==> src/rtl/param_reg_file.sv <==
// Parametrised ALU register file: masked multi-register writes, half-word loads, sticky wrap flags.
// Build option PARAM_REG_FILE_SATURATE_EN makes inc/dec saturate instead of wrapping.

module param_reg_cell #(
  parameter int WIDTH = 8
) (
  input  logic             CLK,
  input  logic             RST,
  input  logic             writeEn,
  input  logic [1:0]       funSel,
  input  logic [1:0]       halfSel,
  input  logic [WIDTH-1:0] loadData,
  output logic [WIDTH-1:0] value,
  output logic             wrap
);
  localparam int HW = WIDTH / 2;

  logic atZero, atOnes;
  assign atZero = (value == '0);
  assign atOnes = (value == '1);

  always_ff @(posedge CLK) begin
    if (RST) begin
      value <= '0;
      wrap  <= 1'b0;
    end else if (writeEn) begin
      case (funSel)
        2'b00: begin
          value <= '0;
          wrap  <= 1'b0;
        end
        2'b01: begin
          case (halfSel)
            2'b01:   value[HW-1:0]     <= loadData[HW-1:0];
            2'b10:   value[WIDTH-1:HW] <= loadData[HW-1:0];
            default: value             <= loadData;
          endcase
        end
        2'b10: begin
          if (atZero) wrap <= 1'b1;
`ifdef PARAM_REG_FILE_SATURATE_EN
          if (!atZero) value <= value - 1'b1;
`else
          value <= value - 1'b1;
`endif
        end
        default: begin
          if (atOnes) wrap <= 1'b1;
`ifdef PARAM_REG_FILE_SATURATE_EN
          if (!atOnes) value <= value + 1'b1;
`else
          value <= value + 1'b1;
`endif
        end
      endcase
    end
  end
endmodule

module param_reg_file #(
  parameter int N_REGS = 4,
  parameter int WIDTH  = 8,
  localparam int SEL_W = $clog2(N_REGS)
) (
  input  logic              CLK,
  input  logic              RST,
  input  logic [N_REGS-1:0] RegSel,
  input  logic [1:0]        FunSel,
  input  logic [1:0]        HalfSel,
  input  logic [WIDTH-1:0]  I,
  input  logic [SEL_W-1:0]  OutASel,
  input  logic [SEL_W-1:0]  OutBSel,
  output logic [WIDTH-1:0]  OutA,
  output logic [WIDTH-1:0]  OutB,
  output logic [N_REGS-1:0] WrapFlag
);
  logic [N_REGS-1:0][WIDTH-1:0] regs;

  genvar g;
  generate
    for (g = 0; g < N_REGS; g++) begin : gCell
      param_reg_cell #(.WIDTH(WIDTH)) uCell (
        .CLK      (CLK),
        .RST      (RST),
        .writeEn  (RegSel[g]),
        .funSel   (FunSel),
        .halfSel  (HalfSel),
        .loadData (I),
        .value    (regs[g]),
        .wrap     (WrapFlag[g])
      );
    end
  endgenerate

  // Selects that match no register fall through to zero.
  always_comb begin
    OutA = '0;
    OutB = '0;
    for (int i = 0; i < N_REGS; i++) begin
      if (OutASel == SEL_W'(i)) OutA = regs[i];
      if (OutBSel == SEL_W'(i)) OutB = regs[i];
    end
  end
endmodule
==> config.mk <==
export PLATFORM = sky130hd
export DESIGN_NAME = param_reg_file
export DESIGN_NICKNAME = d
export VERILOG_FILES = /design/src/rtl/param_reg_file.sv
export SDC_FILE = /design/constraint.sdc
export NUM_CORES = 1
export LEC_CHECK = 0
export ABC_AREA = 1
export BUFFER_PORTS_ARGS = -buffer_cell sky130_fd_sc_hd__buf_4
export CAP_MARGIN = 40
export CORE_MARGIN = 8
export CORE_UTILIZATION = 61
export DETAILED_ROUTE_END_ITERATION = 16
export PLACE_DENSITY = 0.83
export SYNTH_ARGS = -nofsm -noshare
export SYNTH_HDL_FRONTEND = slang
export SYNTH_SLANG_ARGS = --single-unit
==> constraint.sdc <==
create_clock -name CLK -period 2.5 [get_ports CLK]
set_input_delay 0.125 -clock CLK [delete_from_list [all_inputs] [get_ports CLK]]
set_output_delay 0.125 -clock CLK [all_outputs]
set_load 0.01 [all_outputs]
* Yosys cells after proc, flatten, opt, wreduce, memory -nomap -nowiden *
Index checks and enable logic that the tools add are counted.

storage, ports and cells
  input bits = 22
  word-level logic and storage cells = 90
  output and inout bits = 20
  bits in registers = 36

cells by class
  add/subtract/negate cells = 8
  mux-type cells = 26
  eq/ne operators = 20
  bitwise logic cells = 1
  reductions and logical operators = 23

operators with widths
  operator                                           count
  case mux 8 bit (3 select lines)                    4
  two-way mux 8 bit                                  8
  adder 8 x 1 -> 8 bit (second input constant)       4
  == test 8 bit (second input constant)              4
  zero test 8 bit                                    4
  subtractor 8 x 1 -> 8 bit (second input constant)  4
  AND reduction 2 bit                                8
  AND reduction 4 bit                                4
  == test 2 bit (second input constant)              6
  case mux 1 bit (3 select lines)                    4
  nonzero test 3 bit                                 4
  == test 2 x 1 -> 1 bit (second input constant)     4
  two-way mux 1 bit                                  8
  != test 2 x 1 -> 1 bit (second input constant)     4
  case mux 4 bit (2 select lines)                    1
  zero test 2 bit                                    3
  two-way mux 4 bit                                  1
  != test 2 bit (second input constant)              2
  NOT 1 bit                                          1

* Logic depth before layout (Yosys ltp) *
Gate-level depths: netlist of the first run.

  depth in word-level cells = 5
  mapped depth = 16
  depth with buffers taken out = 15

* Modules after synthesis *
A second synthesis of the first run with hierarchy kept.

second synthesis, totals
  cells, all modules = 680
  area total of the unflattened synthesis = 3885.0 um^2

modules (own cells, without submodules)
  module                               area each (um^2)  times used  sequential area each (um^2)  cells an instance
  param_reg_cell (gCell[0].uCell ...)  844.6             3           180.2                        146
  param_reg_cell (gCell[3].uCell)      819.5             1           180.2                        148
  param_reg_file                       531.8             1           0.0                          94

* Worst setup path before layout of the first run *
Ideal clock, no wire load.

  path type = input port to flip-flop
  from = input port FunSel[1]
  to = register gCell[3].uCell.value[6]
  stages = 16
  library setup time = 0.070 ns
  slack = 1.015 ns
  path buffers = 2
  arrival time = 1.415 ns
  data required time = 2.430 ns
  path through = buf_4 nand2_8 buf_12 nand2_1 nand2_1 inv_1 ha_1 inv_1 nand2_1 nand3_1 nor2_1 nand2_1 nand2_1 nand2_1 nand3_1 a21oi_1

between the ends
  word-level cells in the longest chain between the ends = 3
  elaborated cells between the ends (all ways) = 6
  classes of those cells = eq/ne (3); mux (1); reduce/logical (2)

RTL lines
  element                               RTL line  text
  from (decl)                           68        input logic [1:0] FunSel,
  == test 2 x 1 -> 1 bit                27        case (funSel)
  != test 2 bit (no source line)        n/a
  AND reduction 2 bit (no source line)  n/a
  to (signal, indexed assignment)       34        2'b01: value[HW-1:0] <= loadData[HW-1:0];
  to (signal, indexed assignment)       35        2'b10: value[WIDTH-1:HW] <= loadData[HW-1:0];
  to (signal assigned)                  36        default: value <= loadData;
  to (decl)                             13        output logic [WIDTH-1:0] value,

Parallel ways exist; a longest one is shown, timed or not.
A chain may end at the register's enable or synchronous reset.

* Worst setup path after layout of the first run *
  from = register gCell[3].uCell.value[1]
  to = register gCell[3].uCell.value[6]

between the ends
  word-level cells in the longest chain between the ends = 2
  elaborated cells between the ends (all ways) = 3
  classes of those cells = add/sub (2); mux (1)

RTL lines
  element                                                            RTL line
  adder 8 x 1 -> 8 bit or subtractor 8 x 1 -> 8 bit (tied branches)  52, 44
  case mux 8 bit (3 select lines) *                                  27

Mark *: on every way between the ends. The rest lies on a longest branch, timed or not.

==> results.toml, run 1 <==
[timing]
finalCritPeriodShare_pct = 73.2
setup_viol = 0
max_freq_mhz = 547
holdWs_ns = 0.179
worst_slew_pin_slew_ns = 0.711
rsz0062_at_grt = "false"
post-route-min-period_ns = 1.83
relSlewSlack_pct = 52.6
finClkSkew_ns = 0.00789
tns_ns = 0
hold_viol = 0
slew_violations = 0

[hold_path]
min_to = "gCell[2].uCell.value[2]$_SDFFE_PP0P_"
hp-class = "primary input to flip-flop"
holdPathStages = 4
worstHoldStart = "RST"

[place]
hpwlAfterDp_um = 8650
gp_congestion = 0.977
portBuffers = 41

[final_layout]
layout_commonest_cell = "nand2_1"
final_cell_mix = "nand2_1, inv_1, o21ai_0"
diodes = 0
area_growth_syn_to_layout_pct = 11.9
final_core_util_pct = 68.8
drive_gt1_share_pct = 14.3
layout.nets = 668

[die]
floorplan.die_area_mm2 = 0.00853
core_mm2 = 0.00578
fp.dieW_um = 92.3
initial_core_util_pct = 61.5
io_pins = 42
die-height_um = 92.3
rows = 28

[synthesis]
yosys.cell_types.count = 36
ys_warn_count = 0
synth-edff-count = 0
ys_async_sr_fraction_pct = 0
synth_area_leaders = "dfxtp_1, nand2_1, inv_1"
synth_area_leader_cell = "dfxtp_1"
synthFlopType = "dfxtp_1"
syn_area_mm2 = 0.00355
synth.avg_cell_area_um2 = 5.84
ys_ff_latch = 36
synth.top_cell.area_share_pct = 20.3
synthCells = 609
synth-seq-area-share_pct = 20.3
synthesis.nets = 635

[global_routing]
grt-ovfl-total = 0
grt_pass1_vias = 4095
grt_first_pass_wirelength_um = 19300
antenna_found_initial = 0
grt_max_degree = 35
track_usage_pct = 27.6

[critical_path]
crit_buf_inv = 2
crit_slowest_cell = "dfxtp_1"
arrival_ns = 2.06
cp.required_ns = 2.73
start_kind = "flip-flop"
cp_top_family = "simple AND/OR/NAND/NOR gates"
worstSetupEndpointType = "flip-flop"
crit_fanout = 5
r2r_cells = 13
worstReg2RegEnd = "gCell[3].uCell.value[6]$_SDFFE_PP0P_"
worstSetupPathDepth = 13
critPathMaxStageDelay_ns = 0.41
cpMostUsedCell = "nand2_1"
rrSetupSlack_ns = 0.67
crit_chain = "nand3_1, nand2_1, inv_1, ha_1, inv_1, nand2_1, nand3_1, nor2_1, nand2_1, nand2_1, nand2_1, nand3_1, a21oi_1"
worstSetupPathType = "flip-flop to flip-flop"
r2r-start = "gCell[3].uCell.value[1]$_SDFFE_PP0P_"

[clocking]
cts.clk_slew.worst_paths_ns = 0.08
worstSkewPairLatency_ns = 0.30
cts.sinks = 36
numCtsBuffers = 5
postCtsSetupBuffers = 0
cts-resized-gates = 0
clockRootBuffer = "clkbuf_8"
ctsHoldBuffers = 0
cts_tree = "yes"
cts-htree-levels = 2
clockBufferDepth = 2

[power_and_ir_drop]
p_leak_uw = 0.00196
p_per_area_mw_per_mm2 = 467
power_uw = 1860
vdd_ir_drop_max_mv = 0.304

[detailed_routing]
antenna_left = 0
drc = 0
viasPerCell = 6.00
dr.first_iter.drc_count = 364
wl_um = 11600
vias = 4306
first_pass_iters = 5
wl_per_cell_um = 16.1

[run_status]
outcome = "finished, final reports clean"

[job]
maxCapViolations = 0
==> flip-flops by register name, summed over array words and instances, names as in the netlist <==
register	cells
gCell.uCell.value	32
gCell.uCell.wrap	4
==> where the power goes <==
group	leakage, uW	switching (uW)	internal, uW
Clock	0.0000552	228	296
Sequential	0.000298	80.2	620
Combinational	0.00161	398	235
==> cells in the mapped netlist, types with 3 or more instances <==
| cell type | n |
|---|---|
| nand2_1 | 150 |
| inv_1 | 90 |
| o21ai_0 | 62 |
| nor2_1 | 57 |
| nand3_1 | 56 |
| dfxtp_1 | 36 |
| a21oi_1 | 33 |
| a31oi_1 | 18 |
| nand4_1 | 12 |
| o22ai_1 | 12 |
| nand2_2 | 10 |
| nand3_2 | 10 |
| buf_4 | 8 |
| xor2_1 | 7 |
| clkbuf_1 | 5 |
| inv_2 | 5 |
| buf_2 | 4 |
| ha_1 | 4 |
| o31ai_1 | 4 |
| o2111ai_1 | 3 |
| o21ai_2 | 3 |
==> area by class of cell <==
cell class | count | area, um^2
Multi-Input combinational cell | 455 | 2310
Fill cell | 569 | 1800
Sequential cell | 36 | 721
Timing Repair Buffer | 48 | 380
Inverter | 96 | 363
Tap cell | 75 | 93.8
Clock buffer | 6 | 72.6
Clock inverter | 2 | 35.0
==> how the worst max path moves through the flow <==
stage	from	endpoint	slack (ns)
after global routing	gCell[3].uCell.value[1]$_SDFFE_PP0P_	gCell[3].uCell.value[6]$_SDFFE_PP0P_	0.46
after global placement	FunSel[1]	gCell[3].uCell.value[6]$_SDFFE_PP0P_	0.63
after floorplan	FunSel[1]	gCell[3].uCell.value[6]$_SDFFE_PP0P_	1.01
final	gCell[3].uCell.value[1]$_SDFFE_PP0P_	gCell[3].uCell.value[6]$_SDFFE_PP0P_	0.67
after detailed placement	FunSel[1]	gCell[3].uCell.value[6]$_SDFFE_PP0P_	0.43
after CTS	gCell[3].uCell.value[1]$_SDFFE_PP0P_	gCell[3].uCell.value[6]$_SDFFE_PP0P_	0.70
==> worst reg2reg max path, cell delays in order, from the launching register on <==
cell and delay (ns):
dfxtp_1 0.41, nand3_1 0.20, nand2_1 0.13, inv_1 0.05
ha_1 0.18, inv_1 0.07, nand2_1 0.06, nand3_1 0.15
nor2_1 0.07, nand2_1 0.08, nand2_1 0.06, nand2_1 0.09
nand3_1 0.08, a21oi_1 0.15
==> layer usage <==
metal / global-route usage (%) / wire, um
met5: 0 / 0
met4: 19.5 / 767
met3: 5.74 / 1080
met2: 44.8 / 5360
met1: 31.8 / 4370
==> logic make-up (layout without fill, tap and decap cells) <==
family / Yosys count / in the layout / synth area share, %
xor+xnor: 7 / 7 / 1.72
simple gates: 300 / 300 / 38.2
fa+ha+maj: 4 / 4 / 1.41
compound gates: 144 / 144 / 23.7
flops: 36 / 36 / 20.3
buf+inv: 118 / 152 / 14.7
==> per-stage QoR <==
stage | worst slack (ns) | std cells | cell area [um^2]
final | 0.671 | 718 | 3980
after global routing | 0.460 | 718 | 3980
after CTS | 0.700 | 718 | 3980
after detailed placement | 0.431 | 710 | 3870
after global placement | 0.626 | 709 | 3840
after floorplan | 1.01 | 609 | 3550
Power figures use the tool's default switching activity.
==> run 2, diff against run 1 <==
- CORE_UTILIZATION: 61 -> 54
- PLACE_DENSITY: 0.83 -> 0.78
- clock period: 2.5 -> 1.6 ns (I/O delays scaled with it)
==> results.toml, run 2 (synthesis gave the netlist of run 1 again) <==
[final_layout]
top_regs = "gCell.uCell.value (32), gCell.uCell.wrap (4)"
largest_register_ffs = 32
drive_gt1_share_pct = 22.2
area_growth_syn_to_layout_pct = 20.2
n_fill_cell = 598
final_cell_mix = "nand2_1, inv_1, buf_4"
diodes = 0
top_register = "gCell.uCell.value"
layout_commonest_cell = "nand2_1"
layout.nets = 696
postLayoutCellArea_mm2 = 0.00427

[clocking]
cts_tree = "yes"
cts-htree-levels = 2
cts.sinks = 36
ctsHoldBuffers = 0
clockRootBuffer = "clkbuf_8"
cts.clk_slew.worst_paths_ns = 0.07
numCtsBuffers = 5
worstSkewPairLatency_ns = 0.30
clockBufferDepth = 2

[place]
gp_congestion = 1.01
portBuffers = 41
dpl_cell_area_mm2 = 0.00406
hpwlAfterDp_um = 9200

[global_routing]
track_usage_pct = 24.2
grt_first_pass_wirelength_um = 19100
antenna_found_initial = 0
grt_pass1_vias = 4089
grt_max_degree = 37
grt-ovfl-total = 0

[die]
fp.dieW_um = 97.1
core_mm2 = 0.00635
io_pins = 42
die-height_um = 97.1
rows = 29
initial_core_util_pct = 56.0
floorplan.die_area_mm2 = 0.00944

[timing]
finalCritPeriodShare_pct = 95.5
holdWs_ns = 0.173
setup_viol = 0
rsz0062_at_grt = "true"
finClkSkew_ns = 0.00668
worst_slew_pin_slew_ns = 0.506
post-route-min-period_ns = 1.53
slew_violations = 0
max_freq_mhz = 654
hold_viol = 0
relSlewSlack_pct = 66.2

[power_and_ir_drop]
p_per_area_mw_per_mm2 = 698
vdd_ir_drop_max_mv = 0.492
p_leak_uw = 0.00210
power_uw = 2980

[critical_path]
start_kind = "flip-flop"
worstSetupEndpointType = "flip-flop"
arrival_ns = 1.76
r2r_cells = 12
cp.required_ns = 1.83
crit_fanout = 4
worstSetupPathType = "flip-flop to flip-flop"

[detailed_routing]
wl_per_cell_um = 16.1
wl_um = 12100
first_pass_iters = 5
vias = 4383
dr.first_iter.drc_count = 322
viasPerCell = 5.86
antenna_left = 0
drc = 0

[run_status]
outcome = "finished, final reports clean"

[job]
maxCapViolations = 0

[hold_path]
holdPathStages = 3
hp-class = "primary input to flip-flop"
[run 2: power breakdown]
group / internal, uW / switching, uW
Combinational: 419 / 659
Clock: 463 / 350
Sequential: 971 / 120
Total: 1850 / 1130
[run 2: layout make-up]
class                           instances  area, um^2  area share (%)
Clock buffer                            6        72.6            1.70
Clock inverter                          2        35.0           0.820
Inverter                               96         363            8.49
Multi-Input combinational cell        455        2380            55.8
Sequential cell                        36         741            17.3
Tap cell                               77        96.3            2.25
Timing Repair Buffer                   76         583            13.6
[run 2: worst max-delay path, stage by stage (launching register included)]
cell	delay, ns
dfxtp_4	0.38
inv_2	0.04
nand2_2	0.07
nand2_1	0.05
inv_1	0.05
ha_2	0.15
inv_1	0.04
nand2_2	0.08
nand3_4	0.08
o21ai_2	0.15
xor2_1	0.15
nand2_1	0.09
a21oi_2	0.14
[run 2: path summary, 6_finish.rpt]
check | start | slack [ns] | endpoint
worst max-delay path | gCell[2].uCell.value[1]$_SDFFE_PP0P_ | 0.07 | gCell[2].uCell.value[4]$_SDFFE_PP0P_
worst min-delay path | FunSel[1] | 0.17 | gCell[2].uCell.value[1]$_SDFFE_PP0P_
worst max register to register | gCell[2].uCell.value[1]$_SDFFE_PP0P_ | 0.07 | gCell[2].uCell.value[4]$_SDFFE_PP0P_
worst min register to register | gCell[2].uCell.wrap$_SDFFE_PP0P_ | 0.46 | gCell[2].uCell.wrap$_SDFFE_PP0P_
[run 2: per-stage QoR]
| stage | TNS [ns] | utilization (%) | cells | worst slack, ns |
|---|---|---|---|---|
| floorplan | 0 | - | 609 | 0.132 |
| global placement | 0 | 63.9 | 738 | 0.0449 |
| detailed placement | 0 | 63.9 | 738 | 0.0144 |
| CTS | 0 | 65.6 | 746 | 0.0251 |
| global route | -0.119 | 67.3 | 748 | -0.0349 |
| finish | 0 | 67.3 | 748 | 0.0715 |
[run 2: repair_timing]
action,4_1_cts,5_1_grt
buffers inserted,0,2
endpoints found under the hold margin,0,0
gates cloned,0,0
pin swaps,0,9
resized for setup,1,36
endpoints found under the setup margin,1,11
[run 2: routing by layer]
| layer | vias up | global-route usage, % | part of all wire (%) | wire (um) |
|---|---|---|---|---|
| li1 | 2139 | - | - | - |
| met1 | 1966 | 28.5 | 41 | 4920 |
| met2 | 218 | 39.2 | 46 | 5540 |
| met3 | 60 | 3.98 | 7.3 | 885 |
| met4 | 0 | 17.0 | 6.1 | 732 |
| met5 | - | 0 | 0 | 0 |
==> run 3, diff against run 2 <==
--- a/constraint.sdc
+++ b/constraint.sdc
@@ -3,2 +3,2 @@
 set_output_delay 0.08 -clock CLK [all_outputs]
-set_load 0.01 [all_outputs]
+set_load 0.05 [all_outputs]
==> results.toml, run 3 (synthesis gave the netlist of run 1 again) <==
[global_routing]
grt_first_pass_wirelength_um = 20300
antenna_found_initial = 0
track_usage_pct = 25.7
grt-ovfl-total = 0
grt_pass1_vias = 4297
grt_max_degree = 37

[final_layout]
final_cell_mix = "nand2_1, inv_1, buf_4"
diodes = 0
largest_register_ffs = 32
stdcell_count = 757
drive_gt1_share_pct = 24.6
multi_input_area_mm2 = 0.00237
top_regs = "gCell.uCell.value (32), gCell.uCell.wrap (4)"
area_growth_syn_to_layout_pct = 22.2
seq_area_um2 = 748
top_register = "gCell.uCell.value"
layout_commonest_cell = "nand2_1"
layout.nets = 705
n_fill_cell = 593

[power_and_ir_drop]
pwr-share-comb_pct = 39.7
p_int_uw = 1880
p_leak_uw = 0.00214
seqPwrFrac_pct = 34.2
clock_power_share_pct = 26.1
switching_share_pct = 41.2
power_switching_uw = 1320
vdd_ir_drop_max_mv = 0.508
p_per_area_mw_per_mm2 = 737

[place]
dp.cells = 742
hpwlAfterDp_um = 9470
portBuffers = 41
gp_congestion = 0.940

[clocking]
cts_tree = "yes"
worstSkewPairLatency_ns = 0.30
numCtsBuffers = 5
ctsHoldBuffers = 0
cts.sinks = 36
cts-htree-levels = 2
cts.clk_slew.worst_paths_ns = 0.08
clockRootBuffer = "clkbuf_8"
clockBufferDepth = 2

[critical_path]
crit_slowest_cell = "dfxtp_4"
crit_fanout = 4
worstSetupPathType = "flip-flop to output pin"
worstSetupEndpointType = "output pin"
rrSetupSlack_ns = 0.07
arrival_ns = 1.46
worstReg2RegEnd = "gCell[0].uCell.value[6]$_SDFFE_PP0P_"
critPathMaxStageDelay_ns = 0.37
start_kind = "flip-flop"
cpMostUsedCell = "buf_4"
r2r-start = "gCell[0].uCell.value[1]$_SDFFE_PP0P_"
cp-startpoint = "gCell[1].uCell.value[1]$_SDFFE_PP0P_"
crit_chain = "inv_2, buf_4, o22ai_1, a21oi_1, o21ai_1, buf_4"
r2r_cells = 14
cp.required_ns = 1.52

[timing]
finClkSkew_ns = 0.00682
max_freq_mhz = 650
slew_violations = 0
post-route-min-period_ns = 1.54
finalCritPeriodShare_pct = 96.1
relSlewSlack_pct = 65.7
worst_slew_pin_slew_ns = 0.511
tns_ns = 0
setup_viol = 0
hold_viol = 0
rsz0062_at_grt = "true"

[hold_path]
hp-class = "primary input to flip-flop"
holdPathStages = 4
worstHoldStart = "RegSel[2]"
min_to = "gCell[2].uCell.wrap$_SDFFE_PP0P_"

[detailed_routing]
viasPerCell = 5.97
drc = 0
antenna_left = 0
wl_um = 12700
vias = 4521
first_pass_iters = 5
dr.first_iter.drc_count = 294
wl_per_cell_um = 16.8

[die]
die-height_um = 97.1
core_mm2 = 0.00635
floorplan.die_area_mm2 = 0.00944
initial_core_util_pct = 56.0
fp.dieW_um = 97.1
io_pins = 42
rows = 29

[run_status]
outcome = "finished, final reports clean"

[job]
maxCapViolations = 0
## run 3: cell count changes in the layout (fill, tap and decap cells not counted), moves of 5 or more
cell / delta
o21ai_0: -11
o21ai_1: +11
dfxtp_2: +6
dfxtp_1: -6
buf_4: +8
nand3_2: +5
## run 3: worst max path at each step
stage,to,cells after the start
after floorplan,OutA[0],2
after global placement,gCell[1].uCell.value[6]$_SDFFE_PP0P_,16
after detailed placement,gCell[1].uCell.value[6]$_SDFFE_PP0P_,16
after CTS,gCell[2].uCell.value[6]$_SDFFE_PP0P_,13
after global routing,gCell[0].uCell.value[4]$_SDFFE_PP0P_,12
final,OutA[1],6
## run 3: layout make-up
type | instances | share of cell area (%)
Clock buffer | 6 | 1.67
Multi-Input combinational cell | 455 | 54.6
Sequential cell | 36 | 17.2
Tap cell | 77 | 2.22
Clock inverter | 2 | 0.806
Inverter | 96 | 8.41
Timing Repair Buffer | 85 | 15.1
## run 3: power by group through the flow
| stage | clock [uW] | sequential (uW) | combinational [uW] |
|---|---|---|---|
| after floorplan | 0 | 1060 | 861 |
| after global placement | 0 | 1100 | 1180 |
| after detailed placement | 0 | 1100 | 1200 |
| after CTS | 842 | 1080 | 1210 |
| after global routing | 861 | 1110 | 1390 |
| final | 835 | 1090 | 1270 |
## run 3: worst max-delay path, delay by kind of cell, from the launching register on
family / cells / cell delay [ns]
AOI/OAI and AO/OA: 3 / 0.39
buffers and inverters: 3 / 0.40
DFF: 1 / 0.37
## run 3: stage by stage
step	instance area (um^2)	hold slack [ns]	power [uW]	util, %	setup WS [ns]
after detailed placement	4090	0.445	2310	64.4	0.0104
after global routing	4350	0.176	3350	68.4	-0.0528
after global placement	4090	0.440	2280	64.4	0.0491
after floorplan	3550	0.302	1920	-	-0.0285
final	4350	0.165	3200	68.4	0.0618
after CTS	4200	0.163	3140	66.1	0.00637
## run 3: timing repair
action                     CTS  global route
pin swaps                    0            15
setup endpoints to repair    1            20
setup buffers                0             7
resized for setup            1            44
gates cloned                 0             0
## run 3: per-layer routing
metal / up-vias / track usage (%) / part of all wire (%)
met1: 2065 / 29.8 / 40
met5: - / 0 / 0
met4: 0 / 16.8 / 5.8
li1: 2159 / - / -
met3: 62 / 3.84 / 7.6
met2: 235 / 42.8 / 47
